File: src/rtl/hdmi_island_pkg.sv
// Shared encodings, FSM state type and timing constants for the HDMI data-island scheduler.
package hdmi_island_pkg;

    // State values equal the period codes driven to the TMDS channel mux.
    typedef enum logic [2:0] {
        ST_IDLE     = 3'd0,
        ST_PREAMBLE = 3'd1,
        ST_LEAD_GB  = 3'd2,
        ST_PACKET   = 3'd3,
        ST_TRAIL_GB = 3'd4
    } island_state_t;

    localparam logic [2:0] PERIOD_CTRL     = 3'd0;
    localparam logic [2:0] PERIOD_PREAMBLE = 3'd1;
    localparam logic [2:0] PERIOD_LEAD_GB  = 3'd2;
    localparam logic [2:0] PERIOD_PACKET   = 3'd3;
    localparam logic [2:0] PERIOD_TRAIL_GB = 3'd4;

    localparam int PREAMBLE_LEN = 8;
    localparam int GB_LEN       = 2;
    localparam int PACKET_LEN   = 32;

    // Blanking needed to finish a packet plus trailing guard band, and a whole one-packet island.
    localparam int PACKET_MIN = PACKET_LEN + GB_LEN;
    localparam int ISLAND_MIN = PREAMBLE_LEN + GB_LEN + PACKET_MIN;

    function automatic logic [2:0] period_of(input island_state_t s);
        logic [2:0] code;
        code = PERIOD_CTRL;
        case (s)
            ST_PREAMBLE: code = PERIOD_PREAMBLE;
            ST_LEAD_GB:  code = PERIOD_LEAD_GB;
            ST_PACKET:   code = PERIOD_PACKET;
            ST_TRAIL_GB: code = PERIOD_TRAIL_GB;
            default:     code = PERIOD_CTRL;
        endcase
        return code;
    endfunction

endpackage

File: src/rtl/island_arbiter.sv
// Packet-source arbiter: combinational winner search from a start pointer.
// ISLAND_SCHED_ROUND_ROBIN_EN makes the pointer rotate past each grant; otherwise it stays at 0 (fixed priority).
module island_arbiter
    import hdmi_island_pkg::*;
#(
    parameter int NUM_REQ = 4,
    parameter int IDX_W   = (NUM_REQ > 1) ? $clog2(NUM_REQ) : 1
) (
    input  logic               clk_pixel,
    input  logic               reset_n,
    input  logic [NUM_REQ-1:0] req_valid,
    input  logic               grant,
    output logic [IDX_W-1:0]   winner,
    output logic               any_valid
);

    logic [IDX_W-1:0] ptr_q;
    logic [IDX_W-1:0] search_idx;
    int               search_sum;

    // Walk offsets from the far end back to 0 so the nearest valid source after ptr_q wins.
    always_comb begin
        winner     = '0;
        any_valid  = 1'b0;
        search_idx = '0;
        search_sum = 0;
        for (int i = NUM_REQ - 1; i >= 0; i--) begin
            search_sum = int'(ptr_q) + i;
            if (search_sum >= NUM_REQ) begin
                search_sum = search_sum - NUM_REQ;
            end
            search_idx = IDX_W'(search_sum);
            if (req_valid[search_idx]) begin
                winner    = search_idx;
                any_valid = 1'b1;
            end
        end
    end

    always_ff @(posedge clk_pixel or negedge reset_n) begin
        if (!reset_n) begin
            ptr_q <= '0;
        end else if (grant) begin
`ifdef ISLAND_SCHED_ROUND_ROBIN_EN
            if (winner == IDX_W'(NUM_REQ - 1)) begin
                ptr_q <= '0;
            end else begin
                ptr_q <= winner + 1'b1;
            end
`else
            ptr_q <= '0;
`endif
        end
    end

endmodule

File: src/rtl/island_scheduler.sv
// HDMI data-island sequencer: preamble, guard bands and packet slots inside blanking, with packet-source arbitration.
// Arbitration mode is selected by ISLAND_SCHED_ROUND_ROBIN_EN (see island_arbiter).
module island_scheduler
    import hdmi_island_pkg::*;
#(
    parameter int NUM_REQ      = 4,
    parameter int MAX_PACKETS  = 18,
    parameter int MIN_CTRL_GAP = 12,
    parameter int IDX_W        = (NUM_REQ > 1) ? $clog2(NUM_REQ) : 1
) (
    input  logic                   clk_pixel,
    input  logic                   reset_n,
    input  logic                   enable,
    input  logic [11:0]            blank_remaining,
    input  logic [NUM_REQ-1:0]     req_valid,
    input  logic [NUM_REQ*24-1:0]  req_header,
    input  logic [NUM_REQ*224-1:0] req_sub,
    output logic [NUM_REQ-1:0]     req_ack,
    output logic [2:0]             period,
    output logic                   data_island_period,
    output logic [23:0]            header,
    output logic [223:0]           sub,
    output logic [4:0]             packet_count,
    output logic [IDX_W-1:0]       grant_idx
);

    localparam int GAP_W = (MIN_CTRL_GAP > 0) ? $clog2(MIN_CTRL_GAP + 1) : 1;

    island_state_t    state_q;
    island_state_t    state_d;
    logic [4:0]       phase_q;
    logic [4:0]       phase_d;
    logic [GAP_W-1:0] gap_q;
    logic             gap_ok;
    logic             pkt_start;
    logic             continue_ok;
    logic             island_end;
    logic             win_any;
    logic [IDX_W-1:0] win_idx;

    island_arbiter #(
        .NUM_REQ (NUM_REQ),
        .IDX_W   (IDX_W)
    ) u_arbiter (
        .clk_pixel (clk_pixel),
        .reset_n   (reset_n),
        .req_valid (req_valid),
        .grant     (pkt_start && win_any),
        .winner    (win_idx),
        .any_valid (win_any)
    );

    // The current IDLE cycle counts toward the gap, so the preamble follows exactly MIN_CTRL_GAP control cycles.
    assign gap_ok = (int'(gap_q) + 1 >= MIN_CTRL_GAP);

    assign continue_ok = enable && win_any
                      && (int'(packet_count) < MAX_PACKETS)
                      && (blank_remaining >= 12'(PACKET_MIN));

    assign island_end = (state_q == ST_TRAIL_GB) && (state_d == ST_IDLE);

    always_comb begin
        state_d   = state_q;
        phase_d   = phase_q + 5'd1;
        pkt_start = 1'b0;
        case (state_q)
            ST_IDLE: begin
                phase_d = '0;
                if (enable && win_any && gap_ok && (blank_remaining >= 12'(ISLAND_MIN))) begin
                    state_d = ST_PREAMBLE;
                end
            end
            ST_PREAMBLE: begin
                if (phase_q == 5'(PREAMBLE_LEN - 1)) begin
                    state_d = ST_LEAD_GB;
                    phase_d = '0;
                end
            end
            ST_LEAD_GB: begin
                // No abort here: an empty request set still yields one null packet.
                if (phase_q == 5'(GB_LEN - 1)) begin
                    state_d   = ST_PACKET;
                    phase_d   = '0;
                    pkt_start = 1'b1;
                end
            end
            ST_PACKET: begin
                // Phase wraps 31 -> 0 on continuation, keeping the assembler counter aligned.
                if (phase_q == 5'(PACKET_LEN - 1)) begin
                    if (continue_ok) begin
                        pkt_start = 1'b1;
                    end else begin
                        state_d = ST_TRAIL_GB;
                        phase_d = '0;
                    end
                end
            end
            ST_TRAIL_GB: begin
                if (phase_q == 5'(GB_LEN - 1)) begin
                    state_d = ST_IDLE;
                    phase_d = '0;
                end
            end
            default: begin
                state_d = ST_IDLE;
                phase_d = '0;
            end
        endcase
    end

    // Control: state, phase, period code, gap counter.
    always_ff @(posedge clk_pixel or negedge reset_n) begin
        if (!reset_n) begin
            state_q            <= ST_IDLE;
            phase_q            <= '0;
            period             <= PERIOD_CTRL;
            data_island_period <= 1'b0;
            gap_q              <= GAP_W'(MIN_CTRL_GAP);
        end else begin
            state_q            <= state_d;
            phase_q            <= phase_d;
            period             <= period_of(state_d);
            data_island_period <= (state_d == ST_PACKET);
            if (island_end) begin
                gap_q <= '0;
            end else if ((state_q == ST_IDLE) && (int'(gap_q) < MIN_CTRL_GAP)) begin
                gap_q <= gap_q + 1'b1;
            end
        end
    end

    // Grant: latch the winner's packet, acknowledge it and count it.
    always_ff @(posedge clk_pixel or negedge reset_n) begin
        if (!reset_n) begin
            req_ack      <= '0;
            header       <= '0;
            sub          <= '0;
            packet_count <= '0;
            grant_idx    <= '0;
        end else begin
            req_ack <= '0;
            if (pkt_start) begin
                packet_count <= packet_count + 5'd1;
                if (win_any) begin
                    header    <= req_header[win_idx*24 +: 24];
                    sub       <= req_sub[win_idx*224 +: 224];
                    grant_idx <= win_idx;
                    req_ack   <= NUM_REQ'(1) << win_idx;
                end else begin
                    header <= '0;
                    sub    <= '0;
                end
            end else if (island_end) begin
                packet_count <= '0;
            end
        end
    end

endmodule
File: config.mk
export PLATFORM = sky130hd
export DESIGN_NAME = island_scheduler
export DESIGN_NICKNAME = d
export VERILOG_FILES = /design/src/rtl/hdmi_island_pkg.sv /design/src/rtl/island_arbiter.sv /design/src/rtl/island_scheduler.sv
export SDC_FILE = /design/constraint.sdc
export NUM_CORES = 1
export LEC_CHECK = 0
export BUFFER_PORTS_ARGS = -buffer_cell sky130_fd_sc_hd__buf_2
export CAP_MARGIN = 10
export CELL_PAD_IN_SITES_DETAIL_PLACEMENT = 0
export CELL_PAD_IN_SITES_GLOBAL_PLACEMENT = 1
export CORE_AREA = 2 2 502 504
export DETAILED_ROUTE_END_ITERATION = 7
export DIE_AREA = 0 0 504 506
export PLACE_DENSITY = 0.35
export SETUP_SLACK_MARGIN = 0.02
export SLEW_MARGIN = 25
export SYNTH_ARGS = -nofsm -noshare
export SYNTH_HDL_FRONTEND = slang
export SYNTH_SLANG_ARGS = --single-unit
File: constraint.sdc
create_clock -name clk_pixel -period 2.8 [get_ports clk_pixel]
set_input_delay 0 -clock clk_pixel [delete_from_list [all_inputs] [get_ports clk_pixel]]
set_output_delay 0 -clock clk_pixel [all_outputs]
set_load 0.02 [all_outputs]
==> results.txt, run 1 <==
* Warnings from Yosys: 0
- Clock latency on the worst-skew pair: between 600 and 700 ps
- Measured slew at the worst slew-check pin: approximately 900 ps
* Worst slew margin: about two fifths
- The number of global-route vias before repair came to between 20000 and 25000.
* Initial antenna violation count: ~140
- Remaining DRCs: 7
- Category of cells accounting for the largest share of critical-path delay: buffers and inverters
* Seq/Total Area, Yosys: a little over two fifths
* Antenna viol nets, final: 0
* Highest Clock Rate: between 300 and 400 MHz
- The worst register-to-register path begins at phase_q[1].
- Initial core utilization: roughly 6.3%
- The worst register-to-register path ends at sub[202].
* RSZ-0062 raised after global routing: no
- Deepest clock path buffer count: 3
- Reg-to-reg slack, setup: 310 ps
- The path class of the tightest hold or removal check is input port to flip-flop.
* CP Cell Sequence: dlygate4sd3_1 -> buf_2 -> inv_1 -> a21oi_4 -> buf_12 -> buf_4 -> mux2_2 -> a222oi_1 -> dlygate4sd3_1 -> o2bb2ai_1
- Summing internal, switching and leakage power gives around 14 mW.
- Origin of the worst setup path: req_valid[1]
* Required time of the critical path: ~3300 ps
* Netlist area before placement: around 0.016 mm2
- Total count of max-transition violations in the final report: 0
- Clk root buf: sky130_fd_sc_hd__clkbuf_16
* Critical path class: input port to flip-flop
- Via count: approximately 21000
- STA classifies the critical path endpoint as a flip-flop.
- Via density per instance: about 3.3
- Clock transition at the register clock pins on the worst setup and hold paths after CTS: ~60 ps
* Most prevalent standard cell on the critical path: sky130_fd_sc_hd__dlygate4sd3_1
* Setup crit start kind: input port
- In the post-synthesis netlist, the biggest area contributors are sky130_fd_sc_hd__dfrtp_1, sky130_fd_sc_hd__mux2_2, sky130_fd_sc_hd__a222oi_1.
- Most common library cell in the layout ignoring fill and taps: sky130_fd_sc_hd__buf_2
- Vertical extent of the die: roughly 510 um
- In the final layout, the share of cells above drive strength 1 is a little under three fifths.
- Clock tree synthesis found a total of roughly 280 sinks.
* Largest stage delay on the critical path: 670 ps
- Flop and latch count out of synthesis: ~280
* Final weighted congestion in routability-driven placement: 0.934
- Global routing used about an eighth of the available tracks across all layers.
- Setup clock skew after layout: 36.0 ps
* First-pass GRT wire length: 218 mm
- Before antenna repair, the detailed router went through 8 iterations.
* Data arrival, critical path: between 3000 and 4000 ps
- Leakage: ~15 nW
- For the final routed database, the setup TNS stands at 0 ps.
- Counting every net in the synthesized netlist gives 2319.
* Cell count after synthesis: roughly 1300
- Summed over all layers, the routed wires come to about 170 mm.
* Port Buf Inserts: 1272
* Maximum vdd drop: 0.280 mV
- Routed wire per std cell: ~26 um
- Hpwl dp: ~150 mm
- Total stage count of the critical path: 10
* Number of setup violations in the final report: 0
- Floorplan die area: 0.255 mm2
- The synthesized netlist contains 47 unique library cells.
- Syn Area/Cell: ~12 um2
* Final hold vios: 0
* Remaining global-route overflow: 0
- In the layout the commonest cells are sky130_fd_sc_hd__buf_2, sky130_fd_sc_hd__dlygate4sd3_1, sky130_fd_sc_hd__dfrtp_1.
* Area Growth Syn to Fin: 112%
* Critical-path top delay cell: sky130_fd_sc_hd__dlygate4sd3_1
* Status: finished, violations left
* Worst-case reg-to-reg path depth: 9
* Crit Path Max Fanout: 24
* Violated checks: DRC
- Summed over all instances, the cell type with the most area after synthesis is sky130_fd_sc_hd__dfrtp_1.
- Across the run, the number of max-cap violations was 0.
- Detailed router's first-iteration violation count: around 2300
- The H-tree generated during clock tree synthesis spans 2 levels.
- CTS tree: done
- After floorplanning, the core was divided into 184 placement rows.
* Minimum clock period after layout: 2770 ps
- The die is between 500 and 600 um wide.
* Maximum number of pins on one net before global-route repair: 83
* Area fraction of the dominant cell type after synthesis: a little over two fifths
* Final #Nets: ~4100
- In this run, CTS created clock tree buffers numbering 43.
* WP buf/inv: 6
* Power density over the cells: around 400 mW/mm2
- Top-level I/O count: between 1000 and 1500
- Worst setup path endpoint: sub[56]
* Placeable Area: around 0.25 mm2
* Crit share post-route: between 90% and 100%
worst min-delay path by stage:
stage                       from            endpoint  slack, ps  cells past startpoint
global placement         reset_n            sub[200]        110                      1
global route        req_valid[2]          req_ack[2]        170                      4
finish              req_valid[2]          req_ack[2]        200                      4
detailed placement       reset_n            sub[200]        100                      1
CTS                 req_sub[644]            sub[196]        100                      4
floorplan                reset_n  data_island_period       -300                      0
report_power, final:
group / total (mW) / switching, mW / internal [mW]
Combinational: 3.83 / 1.74 / 2.09
Sequential: 4.15 / 0.0825 / 4.06
Clock: 5.79 / 2.39 / 3.41
through the flow:
step / cell area, um2 / setup WS (ps) / hold slack, ps / utilization, % / instances
after floorplan: 15900 / 799 / -296 / - / 1302
after global placement: 27000 / -109 / 107 / 10.8 / 5878
after detailed placement: 27000 / -127 / 101 / 10.8 / 5878
after CTS: 33400 / 32.2 / 101 / 13.4 / 6457
after global routing: 33600 / 44.7 / 168 / 13.4 / 6481
final: 33700 / 28.0 / 201 / 13.5 / 6532
repair_timing:
item	4_1_cts	5_1_grt
resized for setup	0	1
endpoints found under the hold margin	379	0
setup endpoints to repair	0	80
hold buffers	503	0
buffers inserted	0	2
registers in the layout, indices dropped and copies added, names as in the netlist:
signal	cells
period	3
phase_q	5
sub	224
state_q	3
req_ack	4
header	24
packet_count	5
data_island_period	1
gap_q	4
grant_idx	2
worst min-delay path: stages:
cell and delay [ps]:
sky130_fd_sc_hd__buf_2 130, sky130_fd_sc_hd__and2_4 250, sky130_fd_sc_hd__buf_4 240, sky130_fd_sc_hd__and2_1 160
per-layer routing:
| metal | vias up | part of all wire [%] | GRT usage (%) |
|---|---|---|---|
| met5 | - | 0.23 | 0 |
| met4 | 60 | 3.0 | 3.57 |
| met3 | 253 | 12 | 5.81 |
| met2 | 1286 | 45 | 20.1 |
| met1 | 10500 | 40 | 15.2 |
| li1 | 9340 | - | - |
kinds of logic after synthesis:
family,synth area share [%]
compound gates,31.0
xor+xnor,0.221
fa+ha+maj,0.473
buf+inv,4.74
flops,43.4
mux,17.8
simple gates,2.33
final cells by class:
cell class,count,area [um2]
Antenna cell,72,180
Clock buffer,54,1200
Clock inverter,22,254
Fill cell,29000,216000
Inverter,4,15.0
Multi-Input combinational cell,857,8250
Sequential cell,275,6880
Tap cell,3348,4190
Timing Repair Buffer,1900,12700
synth_stat cells, drive strengths merged:
master     n
a21oi      8
a211o      1
or4        2
a221o      5
or3        3
a222oi   248
nor4bb     2
ha         6
nand2      9
or4b       1
o21a       2
mux2     250
and3       1
o21ai      8
a311oi     1
nor3b      1
dfrtp    273
nor2b      2
nor3       6
o31ai      2
mux2i      1
clkbuf    91
and3b      1
o2bb2ai  249
nand3      5
a211oi     2
o22ai      3
a21boi     2
and2       6
a41oi      1
nand3b     2
nand2b     3
xnor2      2
buf       75
nor2      17
nor4b      3
dfstp      2
xor2       2
inv        4
No activity file was read; power rests on OpenSTA's default activity.
==> run 2: changes to the inputs <==
--- a/config.mk
+++ b/config.mk
@@ -9,12 +9,13 @@
 export CAP_MARGIN = 10
 export CELL_PAD_IN_SITES_DETAIL_PLACEMENT = 0
 export CELL_PAD_IN_SITES_GLOBAL_PLACEMENT = 1
-export CORE_AREA = 2 2 502 504
+export CORE_AREA = 2 2 498 500
 export DETAILED_ROUTE_END_ITERATION = 7
-export DIE_AREA = 0 0 504 506
-export PLACE_DENSITY = 0.35
+export DIE_AREA = 0 0 500 502
+export PLACE_DENSITY = 0.36
 export SETUP_SLACK_MARGIN = 0.02
 export SLEW_MARGIN = 25
 export SYNTH_ARGS = -nofsm -noshare
 export SYNTH_HDL_FRONTEND = slang
+export SYNTH_HIERARCHICAL = 1
 export SYNTH_SLANG_ARGS = --single-unit
==> results.txt, run 2 <==
- Status: finished clean (was finished, violations left).
- Hold Crit Start: req_valid[1] (was req_valid[2])
- Via count: 21200 (was 21500)
* Register containing the most flip-flops in the final layout: sub (unchanged)
* Category of cells accounting for the largest share of critical-path delay: simple AND/OR/NAND/NOR gates (was buffers and inverters)
* Maximum vdd drop: 0.418 mV (was 0.280 mV)
- Switch Pwr: 11.9 mW (was 4.21 mW)
- CTS tree: done (unchanged)
* Fin Hold WS: 141 ps (was 201 ps)
- The total of buffers placed on input and output ports was 1272 (unchanged).
- Flop pwr share: 28.0% (was 30.1%)
- Hpwl dp: 149 mm (was 145 mm)
* Most area-hungry cell type in the Yosys netlist: sky130_fd_sc_hd__dfrtp_1 (unchanged)
* Most common library cell in the layout ignoring fill and taps: sky130_fd_sc_hd__buf_2 (unchanged)
- Most instantiated flip-flop cell in the synthesis netlist: sky130_fd_sc_hd__dfrtp_1 (unchanged)
* Number of buffers created by CTS: 42 (was 43)
- Combinational cell fraction of total power: 49.7% (was 27.8%)
- RSZ-0062 raised after global routing: no (unchanged)
- Via density per instance: 3.21 (was 3.29)
- The critical path buffer and inverter count is 3 (was 6).
- Number of instances on the worst hold path: 6 (was 4)
- Share of total power in the clock network: 22.3% (was 42.1%)
* Number of setup violations in the final report: 0 (unchanged)
- The DRC violation count after routing came to 0 (was 7).
- The cell at the root of the clock tree is sky130_fd_sc_hd__clkbuf_16 (unchanged).
- Clock transition at the register clock pins on the worst setup and hold paths after CTS: 60 ps (about the same)
* DRT Pass-1 Iters: 5 (was 8)
- The flip-flop count of the largest register after layout came to 224 (unchanged).
* Number of global-route vias before repair: 22200 (was 22600)
* Leakage: 15.5 nW (was 14.8 nW)
- Standard-cell rows: 182 (was 184)
* Final hold vios: 0 (unchanged)
* Setup crit start kind: flip-flop (was input port)
- The type of the worst setup path was flip-flop to flip-flop (was input port to flip-flop).
* Area fraction of the dominant cell type after synthesis: 39.8% (was 43.1%)
- Switching share of power: 47.0% (was 30.6%)
- Flop and latch count out of synthesis: 275 (unchanged)
* List of most frequent post-synthesis cells: sky130_fd_sc_hd__nand2_1, sky130_fd_sc_hd__dfrtp_1, sky130_fd_sc_hd__nand3_1 (was sky130_fd_sc_hd__dfrtp_1, sky130_fd_sc_hd__mux2_2, sky130_fd_sc_hd__o2bb2ai_1)
* Design internal power: 13.4 mW (was 9.56 mW)
- The class of the worst hold path is input port to flip-flop (unchanged).
- End point of the most critical hold path: sub[127] (was req_ack[2])
- Netlist area before placement: 0.0172 mm2 (was 0.0159 mm2)
* Routed wire per std cell: 25.8 um (about the same)
- Setup clock skew after layout: 23.3 ps (was 36.0 ps)
- The weighted congestion reported at the end of routability-driven placement was 0.890 (was 0.934).
- The synthesis-to-finish area growth was 100% (was 112%).
- Clock Sink Count: 275 (unchanged)
- Syn Area/Cell: 11.3 um2 (was 12.2 um2)
- Final #Nets: 4305 (was 4098)
- The async set or reset register ratio after synthesis came to 100% (unchanged).
* Depth of the CTS H-tree: 2 (unchanged)
* Launching point of the worst reg2reg path: phase_q[1] (unchanged)
* Clock latency on the worst-skew pair: 630 ps (was 640 ps)
- The violation count after the first detailed-routing iteration is 1118 (was 2267).
- Required time of the critical path: 3350 ps (was 3300 ps)
- The post-detailed-route count of antenna-violating nets was 0 (unchanged).
- The total overflow reported by the global router was 0 (unchanged).
* Largest registers: sub: 224 flops, header: 24 flops (unchanged)
- The total die area came to 0.251 mm2 (was 0.255 mm2).
- Crit Path Max Fanout: 37 (was 24)
* Reg-to-reg slack, setup: 220 ps (was 310 ps)
* Warnings from Yosys: 6 (was 0)
- Vertical extent of the die: 502 um (was 506 um)
- The setup TNS came to 0 ps (unchanged).
- Floorplan die width: 500 um (was 504 um)
* Largest stage delay on the critical path: 500 ps (was 670 ps)
- The power per unit of standard cell area was 737 mW/mm2 (was 409 mW/mm2).
- The most frequent cell after synthesis is sky130_fd_sc_hd__nand2_1 (was sky130_fd_sc_hd__dfrtp_1).
- The global-route wire length before repair is 216 mm (was 218 mm).
* Share of cells above drive strength 1: 51.0% (was 55.7%)
* Highest Clock Rate: 388 MHz (was 361 MHz)
- Minimum clock period after layout: 2580 ps (was 2770 ps)
- Deepest clock path buffer count: 3 (unchanged)
* Measured slew at the worst slew-check pin: 843 ps (was 902 ps)
- The cell with the largest stage delay on the worst path is sky130_fd_sc_hd__or3_1 (was sky130_fd_sc_hd__dlygate4sd3_1).
* CP Cell Sequence: inv_1 -> ha_1 -> or4b_4 -> or3_1 -> o21ai_4 -> buf_12 -> buf_12 -> nand3_1 -> nand2_1 (was dlygate4sd3_1 -> buf_2 -> inv_1 -> a21oi_4 -> buf_12 -> buf_4 -> mux2_2 -> a222oi_1 -> dlygate4sd3_1 -> o2bb2ai_1)
- The max-cap check violation count is 0 (unchanged).
- The total nets after synthesis was 2539 (was 2319).
- The overall power consumption came to 25.3 mW (was 13.8 mW).
* GRT Resource Usage Total: 13.0% (was 12.6%)
- The part of the Yosys area used for sequential elements was 40.1% (was 43.4%).
- Data arrival, critical path: 3120 ps (was 3270 ps)
- Most used cells in the layout excluding fill and tap cells: sky130_fd_sc_hd__buf_2, sky130_fd_sc_hd__nand2_1, sky130_fd_sc_hd__dlygate4sd3_1 (was sky130_fd_sc_hd__buf_2, sky130_fd_sc_hd__dlygate4sd3_1, sky130_fd_sc_hd__dfrtp_1).
- The wire length after detailed routing was 170 mm (was 169 mm).
- Endpoint kind of the worst setup timing path: flip-flop (unchanged)
- The capture point of the worst reg-to-reg path is sub[195] (was sub[202]).
* Synth top area cells: sky130_fd_sc_hd__dfrtp_1, sky130_fd_sc_hd__mux4_2, sky130_fd_sc_hd__nand2_1 (was sky130_fd_sc_hd__dfrtp_1, sky130_fd_sc_hd__mux2_2, sky130_fd_sc_hd__a222oi_1)
* Worst slew margin: 43.8% (was 39.9%)
- Cell count after synthesis: 1522 (was 1302)
- Placeable Area: 0.245 mm2 (was 0.250 mm2)
- Initial core utilization: 6.99% (was 6.34%)
- Maximum number of pins on one net before global-route repair: 92 (was 83)
- Distinct cell type count of the synthesized netlist: 43 (was 47)
- Most prevalent standard cell on the critical path: sky130_fd_sc_hd__buf_12 (was sky130_fd_sc_hd__dlygate4sd3_1)
- The initial antenna violation count was 202 (was 139).
* Post-layout instance area: 0.0343 mm2 (was 0.0337 mm2)
* Number of synthesized flops with an enable pin: 0 (unchanged)
* Top-level I/O count: 1274 (unchanged)
* Crit share post-route: 92.0% (was 99.0%)
- The standard cell area after detailed placement is 0.0277 mm2 (was 0.0270 mm2).
- Total count of max-transition violations in the final report: 0 (unchanged)
* Worst-case reg-to-reg path depth: 9 (unchanged)
-- run 2: layer usage --
metal  track usage [%]  up-vias  routed length (um)
met5                 0        -                 621
met3              6.09      379               18800
met2              21.6     1268               79200
met1              14.4    10300               64500
li1                  -     9184                   -
met4              4.71       92                6950
-- run 2: cell families after synthesis --
logic type	count (synthesis)	share of synthesized area (%)
AOI/OAI and AO/OA	23	1.06
xor gates and xnor gates	4	0.204
adders and majority gates	6	0.438
buffers and inverters	148	5.14
DFF	275	40.1
muxes	251	32.8
and+or+nand+nor	815	20.3
-- run 2: area by class of cell --
cell class              count  area (um2)
fillers                 28100      211000
repair buffers           1865       12400
multi-input cells        1099        9410
flip-flops and latches    275        6880
well taps                3220        4030
clock buffers              63        1300
diodes                     62         155
clock inverters            13         101
inverters                   5        18.8
-- run 2: timing repair --
| action | CTS | global route |
|---|---|---|
| setup buffers | 0 | 4 |
| setup endpoints to repair | 0 | 161 |
| hold endpoints to repair | 462 | 0 |
| resized for setup | 0 | 0 |
| hold buffers | 501 | 0 |
-- run 2: worst min-delay path, cell delays in order --
cell and delay, ps:
sky130_fd_sc_hd__buf_2 110, sky130_fd_sc_hd__nor2_1 70, sky130_fd_sc_hd__nand2_4 160, sky130_fd_sc_hd__buf_12 230, sky130_fd_sc_hd__nand3_1 90, sky130_fd_sc_hd__nand2_1 60
-- run 2: stage by stage --
stage	std cells	worst slack, ps	utilization (%)
after floorplan	1522	578	-
after global placement	5959	106	11.3
after detailed placement	5959	91.7	11.3
after CTS	6536	48.9	13.9
after global routing	6571	65.4	14.0
final	6602	225	14.0
-- run 2: worst max-delay path by stage --
| stage | start | to | slack (ps) | cells past startpoint |
|---|---|---|---|---|
| 3_3_place_gp | phase_q[0] | sub[48] | 110 | 9 |
| 4_1_cts | phase_q[0] | sub[24] | 50 | 9 |
| 3_5_place_dp | phase_q[0] | sub[40] | 90 | 9 |
| 6_report | phase_q[1] | sub[195] | 220 | 9 |
| 5_1_grt | phase_q[1] | sub[214] | 70 | 9 |
| 2_1_floorplan | phase_q[1] | header[0] | 580 | 11 |
-- run 2: power by group through the flow --
stage	clock [mW]	sequential [mW]	combinational, mW
2_1_floorplan	0	9.31	3.09
3_3_place_gp	0	7.14	12.2
3_5_place_dp	0	7.16	12.2
4_1_cts	6.00	7.12	13.1
5_1_grt	6.10	7.35	13.7
6_report	5.63	7.08	12.6
==> run 3: changes to the inputs <==
--- a/config.mk
+++ b/config.mk
@@ -12,7 +12,7 @@
 export CORE_AREA = 2 2 498 500
 export DETAILED_ROUTE_END_ITERATION = 7
 export DIE_AREA = 0 0 500 502
-export PLACE_DENSITY = 0.36
+export PLACE_DENSITY_LB_ADDON = 0.1
 export SETUP_SLACK_MARGIN = 0.02
 export SLEW_MARGIN = 25
 export SYNTH_ARGS = -nofsm -noshare
==> results.txt, run 3 (synthesized netlist as in run 2, its figures left out) <==
* Highest Clock Rate: 380 MHz (was 388 MHz)
- Most used cells in the layout excluding fill and tap cells: sky130_fd_sc_hd__buf_2, sky130_fd_sc_hd__nand2_1, sky130_fd_sc_hd__dlygate4sd3_1 (unchanged)
* Setup crit start kind: flip-flop (unchanged)
* Leakage: 15.7 nW (was 15.5 nW)
- The filler cell count came to 28100 (about the same).
* Wire length reported by the detailed router: 148 mm (was 170 mm)
* Most common library cell in the layout ignoring fill and taps: sky130_fd_sc_hd__buf_2 (unchanged)
- Largest registers: sub: 224 flops, header: 24 flops (unchanged).
- The combined area of the multi-input logic cells is 0.00941 mm2 (unchanged).
- The class of the worst hold path is input port to flip-flop (unchanged).
* Clock Sink Count: 275 (unchanged)
* Data arrival, critical path: 3190 ps (was 3120 ps)
- The CTS tree was done (unchanged).
- The maximum number of pins on one net before global-route repair is 108 (was 92).
- Total count of max-transition violations in the final report: 0 (unchanged)
* Floorplan die area: 0.251 mm2 (unchanged)
- The post-detailed-route count of antenna-violating nets is 0 (unchanged).
* Most prevalent standard cell on the critical path: sky130_fd_sc_hd__buf_12 (unchanged)
- The detailed route wirelength on metal3 is 9.43 mm (was 18.8 mm).
- Vertical extent of the die: 502 um (unchanged)
- Share of cells above drive strength 1: 51.0% (about the same)
- The top layer used by detailed routing is met5 (unchanged).
- Post-placement cell count: 5986 (was 5959)
- Largest stage delay on the critical path: 510 ps (was 500 ps)
- Clock latency on the worst-skew pair: 640 ps (was 630 ps)
- Remaining DRCs: 0 (unchanged)
* Crit Path Max Fanout: 26 (was 37)
- The synthesis-to-finish area growth is 101% (was 100%).
- Routed wire per std cell: 22.5 um (was 25.8 um)
* Number of global-route vias before repair: 22700 (was 22200)
- The total of buffers placed on input and output ports was 1272 (unchanged).
- The detailed-route vias per instance came to 3.07 (was 3.21).
- The max-cap check violation count came to 0 (unchanged).
- The total of endpoints with negative setup slack in the final report was 0 (unchanged).
* CP Cell Sequence: inv_1 -> ha_1 -> or4b_4 -> or3_1 -> o21ai_4 -> buf_12 -> buf_12 -> buf_12 -> nand3_1 -> nand2_1 (was inv_1 -> ha_1 -> or4b_4 -> or3_1 -> o21ai_4 -> buf_12 -> buf_12 -> nand3_1 -> nand2_1)
- Measured slew at the worst slew-check pin: 848 ps (was 843 ps)
- The violation count after the first detailed-routing iteration is 878 (was 1118).
- Routed metal-1 wire length: 56.2 mm (was 64.5 mm)
- The worst supply voltage drop on vdd was 0.393 mV (was 0.418 mV).
- Register containing the most flip-flops in the final layout: sub (unchanged)
* Critical path class: flip-flop to flip-flop (unchanged)
- The cell at the root of the clock tree is sky130_fd_sc_hd__clkbuf_16 (unchanged).
- The number of standard-cell rows in the floorplan came to 182 (unchanged).
* Post-layout utilization of the core: 14.0% (about the same)
- The CTS H-tree depth came to 2 (unchanged).
- RSZ-0062 raised after global routing: no (unchanged).
- The final clock period utilization by the worst path was 93.9% (was 92.0%).
* Final hold vios: 0 (unchanged)
* DRT Pass-1 Iters: 5 (unchanged)
- Placeable Area: 0.245 mm2 (unchanged)
- The cell with the largest stage delay on the worst path was sky130_fd_sc_hd__or3_1 (unchanged).
- The count of cells resized by post-cts repair is 0 (unchanged).
- The register area came to 0.00688 mm2 (unchanged).
- Final weighted congestion in routability-driven placement: 0.758 (was 0.890)
- Worst slew margin: 43.5% (was 43.8%)
* Floorplan die width: 500 um (unchanged)
* Status: finished clean (unchanged)
- The register-to-register path setup slack came to 170 ps (was 220 ps).
- WP buf/inv: 4 (was 3)
- Via count: 20200 (was 21200)
- Initial antenna violation count: 73 (was 202)
- The count of non-filler cells in the finished layout is 6577 (was 6602).
- Number of buffers created by CTS: 44 (was 42)
- The amount of wire on met2 after detailed routing was 78.8 mm (was 79.2 mm).
- The final worst hold slack came to 139 ps (was 141 ps).
- The setup TNS came to 0 ps (unchanged).
- Setup clock skew after layout: 30.6 ps (was 23.3 ps)
- The cell family with the largest share of critical-path delay is simple AND/OR/NAND/NOR gates (unchanged).
- Top-level I/O count: 1274 (unchanged)
- Deepest clock path buffer count: 3 (unchanged)
- Hpwl dp: 126 mm (was 149 mm)
- The post-layout minimum cycle time came to 2630 ps (was 2580 ps).
- Endpoint kind of the worst setup timing path: flip-flop (unchanged)
- The final net count came to 4331 (was 4305).
* Initial core utilization: 6.99% (unchanged)
* Remaining global-route overflow: 0 (unchanged)
* Flip-flop count of the largest register, all copies and words added: 224 (unchanged)
- Clock transition at the register clock pins on the worst setup and hold paths after CTS: 60 ps (about the same)
- The power per unit of standard cell area was 710 mW/mm2 (was 737 mW/mm2).
- Required time of the critical path: 3360 ps (was 3350 ps)
- The global-route wire length before repair was 198 mm (was 216 mm).
- GRT Resource Usage Total: 11.4% (was 13.0%)
[run 3: cell count changes in the layout (fill, tap and decap cells not counted), sizes merged]
cell	before	now
clkinv	9	1
dlygate4sd3	500	499
buf	1365	1390
clkbuf	63	74
diode	62	11
clkinvlp	3	0
inv	5	7
[run 3: cell type report]
| type | count | share of cell area (%) |
|---|---|---|
| Timing Repair Buffer | 1889 | 36.8 |
| Multi-Input combinational cell | 1099 | 27.3 |
| Sequential cell | 275 | 20.0 |
| Tap cell | 3220 | 11.7 |
| Clock buffer | 74 | 3.88 |
| Clock inverter | 4 | 0.153 |
| Antenna cell | 11 | 0.0800 |
| Inverter | 5 | 0.0545 |
[run 3: stage by stage]
stage	setup slack, ps	area [um2]	total power, mW
after floorplan	578	17200	12.4
after global placement	118	28000	18.7
after detailed placement	113	28000	18.7
after CTS	65.6	34400	25.5
after global routing	23.3	34400	26.3
final	170	34400	24.4
[run 3: path summary, 6_finish.rpt]
check / startpoint / endpoint / depth (start not counted)
max in group asynchronous: reset_n / sub[205] / 3
worst max-delay path: phase_q[1] / sub[195] / 10
worst min-delay path: blank_remaining[6] / grant_idx[1] / 5
worst max register to register: phase_q[1] / sub[195] / 10
worst min register to register: sub[66] / sub[66] / 2
min in group asynchronous: reset_n / sub[59] / 3
[run 3: tightest hold or removal path: cells and delay by family]
| family | cells | cell delay [ps] |
|---|---|---|
| AO/OA/AOI/OAI | 2 | 430 |
| AND/OR/NAND/NOR | 1 | 40 |
| multiplexers | 1 | 170 |
| buffers and inverters | 1 | 70 |
[run 3: report_power, final]
part,total [mW],internal (mW),switching [mW],leakage (nW)
combinational,11.7,4.29,7.39,11.7
sequential,7.11,5.92,1.19,3.30
clock,5.64,3.30,2.34,0.676
total,24.4,13.5,10.9,15.7
[run 3: repair_timing]
| action | 4_1_cts | 5_1_grt |
|---|---|---|
| endpoints found under the hold margin | 525 | 0 |
| endpoints found under the setup margin | 0 | 101 |
| hold buffers | 500 | 0 |
| buffers inserted | 0 | 2 |
[run 3: metal layers]
layer / vias up / GRT usage, %
met1: 9853 / 12.4
met4: 22 / 2.88
met5: - / 0
met2: 968 / 21.6
met3: 188 / 2.92
li1: 9177 / -
